$ cat src/rtl/fetch_unit.sv
// Instruction fetch unit: PC sequencing, in-order memory requests and a small
// instruction buffer. Redirects flush the buffer and squash in-flight responses.
module fetch_unit #(
  parameter logic [31:0] RESET_VECTOR = 32'h0040_0000,
  parameter int unsigned DEPTH        = 2
) (
  input  logic        clock,
  input  logic        reset_n,
  output logic        imem_req_valid,
  output logic [31:0] imem_req_addr,
  input  logic        imem_req_ready,
  input  logic        imem_rsp_valid,
  input  logic [31:0] imem_rsp_data,
  input  logic        redirect_valid,
  input  logic [31:0] redirect_pc,
  output logic        inst_valid,
  output logic [31:0] inst,
  output logic [31:0] inst_pc,
  input  logic        inst_ready
);

  localparam int unsigned CntW = $clog2(DEPTH + 1);
  localparam int unsigned PtrW = (DEPTH > 1) ? $clog2(DEPTH) : 1;
  localparam logic [31:0] Nop  = 32'h0000_0013;
  localparam logic [CntW:0] DepthC = (CntW + 1)'(DEPTH);

  logic [31:0]     pc_q, pc_d;
  logic [31:0]     resp_pc_q, resp_pc_d;
  logic [CntW-1:0] outstanding_q, outstanding_d;
  logic [CntW-1:0] drop_q, drop_d;
  logic [CntW-1:0] buffered_q, buffered_d;
  logic [PtrW-1:0] head_q, head_d;
  logic [PtrW-1:0] tail_q, tail_d;
  logic [31:0]     data_mem [DEPTH];
  logic [31:0]     pc_mem   [DEPTH];

  logic fire, rsp_ok, push, pop;
  logic [31:0] redirect_aligned;

  function automatic logic [PtrW-1:0] ptr_inc(input logic [PtrW-1:0] p);
    return (p == PtrW'(DEPTH - 1)) ? '0 : p + PtrW'(1);
  endfunction

  // Issue only when a buffer slot is reserved for the eventual response.
  assign imem_req_valid = reset_n && !redirect_valid &&
                          (({1'b0, outstanding_q} + {1'b0, buffered_q}) < DepthC);
  assign imem_req_addr  = pc_q;

  assign fire             = imem_req_valid && imem_req_ready;
  assign rsp_ok           = imem_rsp_valid && (outstanding_q != '0);
  assign inst_valid       = (buffered_q != '0);
  assign pop              = inst_valid && inst_ready && !redirect_valid;
  assign push             = rsp_ok && !redirect_valid && (drop_q == '0);
  assign redirect_aligned = {redirect_pc[31:2], 2'b00};

  assign inst    = inst_valid ? data_mem[head_q] : Nop;
  assign inst_pc = inst_valid ? pc_mem[head_q]   : resp_pc_q;

  always_comb begin
    pc_d          = pc_q;
    resp_pc_d     = resp_pc_q;
    outstanding_d = outstanding_q;
    drop_d        = drop_q;
    buffered_d    = buffered_q;
    head_d        = head_q;
    tail_d        = tail_q;
    if (redirect_valid) begin
      // Everything still in flight belongs to the old path and must be dropped.
      pc_d          = redirect_aligned;
      resp_pc_d     = redirect_aligned;
      outstanding_d = outstanding_q - CntW'(rsp_ok);
      drop_d        = outstanding_q - CntW'(rsp_ok);
      buffered_d    = '0;
      head_d        = '0;
      tail_d        = '0;
    end else begin
      if (fire) begin
        pc_d = pc_q + 32'd4;
      end
      outstanding_d = outstanding_q + CntW'(fire) - CntW'(rsp_ok);
      if (rsp_ok && (drop_q != '0)) begin
        drop_d = drop_q - CntW'(1);
      end
      if (push) begin
        resp_pc_d = resp_pc_q + 32'd4;
        tail_d    = ptr_inc(tail_q);
      end
      if (pop) begin
        head_d = ptr_inc(head_q);
      end
      buffered_d = buffered_q + CntW'(push) - CntW'(pop);
    end
  end

  always_ff @(posedge clock) begin
    if (!reset_n) begin
      pc_q          <= RESET_VECTOR;
      resp_pc_q     <= RESET_VECTOR;
      outstanding_q <= '0;
      drop_q        <= '0;
      buffered_q    <= '0;
      head_q        <= '0;
      tail_q        <= '0;
    end else begin
      pc_q          <= pc_d;
      resp_pc_q     <= resp_pc_d;
      outstanding_q <= outstanding_d;
      drop_q        <= drop_d;
      buffered_q    <= buffered_d;
      head_q        <= head_d;
      tail_q        <= tail_d;
    end
  end

  always_ff @(posedge clock) begin
    if (reset_n && push) begin
      data_mem[tail_q] <= imem_rsp_data;
      pc_mem[tail_q]   <= resp_pc_q;
    end
  end

endmodule

$ cat config.mk
export PLATFORM = sky130hd
export DESIGN_NAME = fetch_unit
export DESIGN_NICKNAME = d
export VERILOG_FILES = /design/src/rtl/fetch_unit.sv
export SDC_FILE = /design/constraint.sdc
export NUM_CORES = 1
export LEC_CHECK = 0
export CORE_MARGIN = 5
export CORE_UTILIZATION = 40
export DETAILED_ROUTE_END_ITERATION = 8
export PLACE_DENSITY = 0.72
export SLEW_MARGIN = 40
export SYNTH_ARGS = -nofsm -noshare
export SYNTH_HDL_FRONTEND = slang
export SYNTH_SLANG_ARGS = --single-unit
$ cat constraint.sdc
create_clock -name clock -period 14 [get_ports clock]
set_input_delay 1.4 -clock clock [delete_from_list [all_inputs] [get_ports clock]]
set_output_delay 1.4 -clock clock [all_outputs]
set_load 0.01 [all_outputs]
==> metrics.txt <==
Syn Inst Count=between 800 and 900; status=finished clean; total track usage=between 10% and 20%; min-delay worst type=reg2reg; internal power=roughly 1 mW; Area growth, synth to finish=28.0%; PnR worst setup slack=9320 ps; number of global-route vias before repair=6566; Worst Clk Skew=11.6 ps; TritonCTS clock tree=done; cts hold-fix bufs=0; core area=roughly 0.022 mm^2; RR Startpoint=outstanding_q[0]; critical path launch point=reset_n; # nets final=between 1000 and 1500; Post-Syn Area=~0.0089 mm^2; Area contributors post-synth=edfxtp_1 42%, dfxtp_1 16%, mux2i_1 7.0%; worst-skew pair later-pin latency=around 430 ps; First DRT Iteration DRCs=~540; DR WL met2=just under 10 mm; post-route cell area=~0.011 mm^2; Post-DP Area=between 0.01 and 0.015 mm^2; vias=about 7000; Worst Setup Path Type=in2out; Routed WL per cell=about 18 um; Worst setup SP type=input port; reg2reg end=outstanding_q[1]; die width=roughly 160 um; # IOs=168; combinational power share=between 10 and 15%; Async SR Flop Fraction=0%; port buffer count=roughly 160; Initial Utilization=around two fifths; Critical Path AT=between 3000 and 4000 ps; ys flop type=edfxtp_1; fmax=approximately 210 MHz; clock share of power=between 30% and 40%; CP required=around 13000 ps; final setup vio count=0; top routing layer in use=met5; switch share=about a quarter; Metal-1 WL=around 11 mm; max cap viols=0; Place WS=approximately 9300 ps; Final Max Tran Viols=0; post-route ant nets=0; Final Hold Viols=0; Max-slew headroom=roughly 48%; Final min period=between 4000 and 5000 ps; Core Rows=54; crit path max fanout=37; Worst VDD drop=around 0.000071 V; share of cells above drive strength 1=under 10%; post-CTS setup buffers=0; Reg clk slew, reported paths=70 ps; # diodes=0; H-tree levels=4; pwr/cell area=roughly 120 mW/mm^2; Warnings, synthesis=0; TNS Setup=0 ps; post-synthesis register bit count=slightly below 200; CP Capture Type=output port; dpl cells=~1200; area leader, netlist=edfxtp_1; worst-margin pin slew=about 780 ps; number of synthesized flops with an enable pin=~120; LEAKAGE=~3.6 nW; Non-Filler Instances=about 1200; sequential power share=between 40% and 50%; synthesized area per cell=11.0 um^2; RSZ-0062 raised after global routing=false; # clock sinks=193; part of the cycle the worst path needs=roughly a third; CTS Buffer Depth=2; Psw=roughly 0.32 mW; R2R depth=12; DRT Pass-1 Iters=5; grt total ovfl=0; area share of the largest cell type after synthesis=around two fifths; Avg Vias per Cell=approximately 5.6; hpwl dp=approximately 15 mm; Worst Hold Launch=head_q; met3 WL=1.69 mm; antenna violations before repair=1; total CTS buffers=17; post-CTS resize count=0; first-pass GRT wire length=around 36 mm; synth unique cells=between 50 and 60; Final GP Congestion=0.895; chip height=159 um; pin count of the biggest net entering global routing=between 90 and 100; WL final=between 20 and 25 mm; sequential element share of the synthesized area=57.4%; setup slack, reg-to-reg=between 10000 and 15000 ps; hold path cells=2; Root Buffer=clkbuf_16; Hold EP=head_q; final routed DRC violation total=0; Die ar.=0.0253 mm^2
==> cell type report <==
cell class / count / area (um^2)
Clock buffer: 17 / 425
Clock inverter: 15 / 191
Fill cell: 1927 / 10500
Inverter: 13 / 48.8
Multi-Input combinational cell: 558 / 3580
Sequential cell: 193 / 5110
Tap cell: 280 / 350
Timing Repair Buffer: 169 / 1680
==> Yosys cell counts (11+ instances only) <==
library cell and number:
mux2i_1 62, a311oi_1 11, nand4_1 25, nor4_1 18, or4_1 12, nor2_1 55, xnor2_1 20, inv_1 12
a31oi_1 18, nand3_1 22, o21ai_0 64, nand2_1 70, and3_1 15, nor3_1 25, clkbuf_1 38, edfxtp_1 124
a21oi_1 23, dfxtp_1 69
==> registers in the layout, summed over array words and instances (netlist names), named ones only <==
signal,flops
buffered_q,2
data_mem,64
drop_q,2
head_q,1
imem_req_addr,30
outstanding_q,2
pc_mem,60
resp_pc_q,30
tail_q,1
==> per-stage QoR <==
stage                     util, %  total power [mW]  hold slack [ps]
after floorplan                 -             0.749              424
after global routing         52.0              1.38              538
final                        52.0              1.32              517
after detailed placement     49.2             0.829              492
after CTS                    52.0              1.34              512
after global placement       49.1             0.825              483
==> worst max path at each step <==
stage | slack, ps | end | depth (start not counted)
2_1_floorplan | 7210 | data_mem[0][0] | 4
3_3_place_gp | 9300 | imem_req_valid | 6
3_5_place_dp | 9320 | imem_req_valid | 6
4_1_cts | 9310 | imem_req_valid | 6
5_1_grt | 9210 | imem_req_valid | 6
6_report | 9320 | imem_req_valid | 6
==> worst max-delay path, stage by stage <==
cell and delay [ps]:
clkdlybuf4s50_1 450, buf_4 310, nand2b_1 90, buf_4 200
nor3_1 210, clkdlybuf4s50_1 590
==> per-layer routing <==
metal	GRT usage [%]	up-vias
met4	3.72	2
met5	0	-
met3	4.30	33
met1	26.0	3300
met2	25.7	311
li1	-	3355
==> kinds of logic (layout without fill, tap and decap cells) <==
group / after synthesis / count (layout) / synth area share (%)
AND/OR/NAND/NOR: 299 / 299 / 17.8
AO/OA/AOI/OAI: 157 / 157 / 10.9
adder cells (fa/ha/maj): 9 / 9 / 1.35
multiplexers: 63 / 63 / 7.10
buffers and inverters: 62 / 214 / 2.81
flip-flops: 193 / 193 / 57.4
XOR/XNOR: 26 / 26 / 2.56
other: 1 / 4 / 0.0422
==> cell usage in the layout (no fill, tap or decap), drive strengths merged, types with 5 or more instances in the layout <==
cell type and n:
and4 10, nand4 26, or4 13, a311oi 11, o21ai 64, and3 15
xor2 6, nand3 22, nand2 70, or3 10, clkbuf 17, clkinv 7
a21oi 23, inv 14, nor2b 7, xnor2 20, clkdlybuf4s50 160, mux2i 62
buf 9, a211oi 10, nor2 55, nor4 18, nor3 25, and2 10
ha 8, o31ai 10, dfxtp 69, edfxtp 124, a31oi 18, o21a 5
==> power by group through the flow <==
stage	logic [mW]	registers, mW	clock network (mW)
floorplan	0.0842	0.665	0
global placement	0.157	0.669	0
detailed placement	0.160	0.670	0
CTS	0.161	0.658	0.517
global route	0.175	0.662	0.543
finish	0.160	0.658	0.507
(Power assumes the default switching activity.)
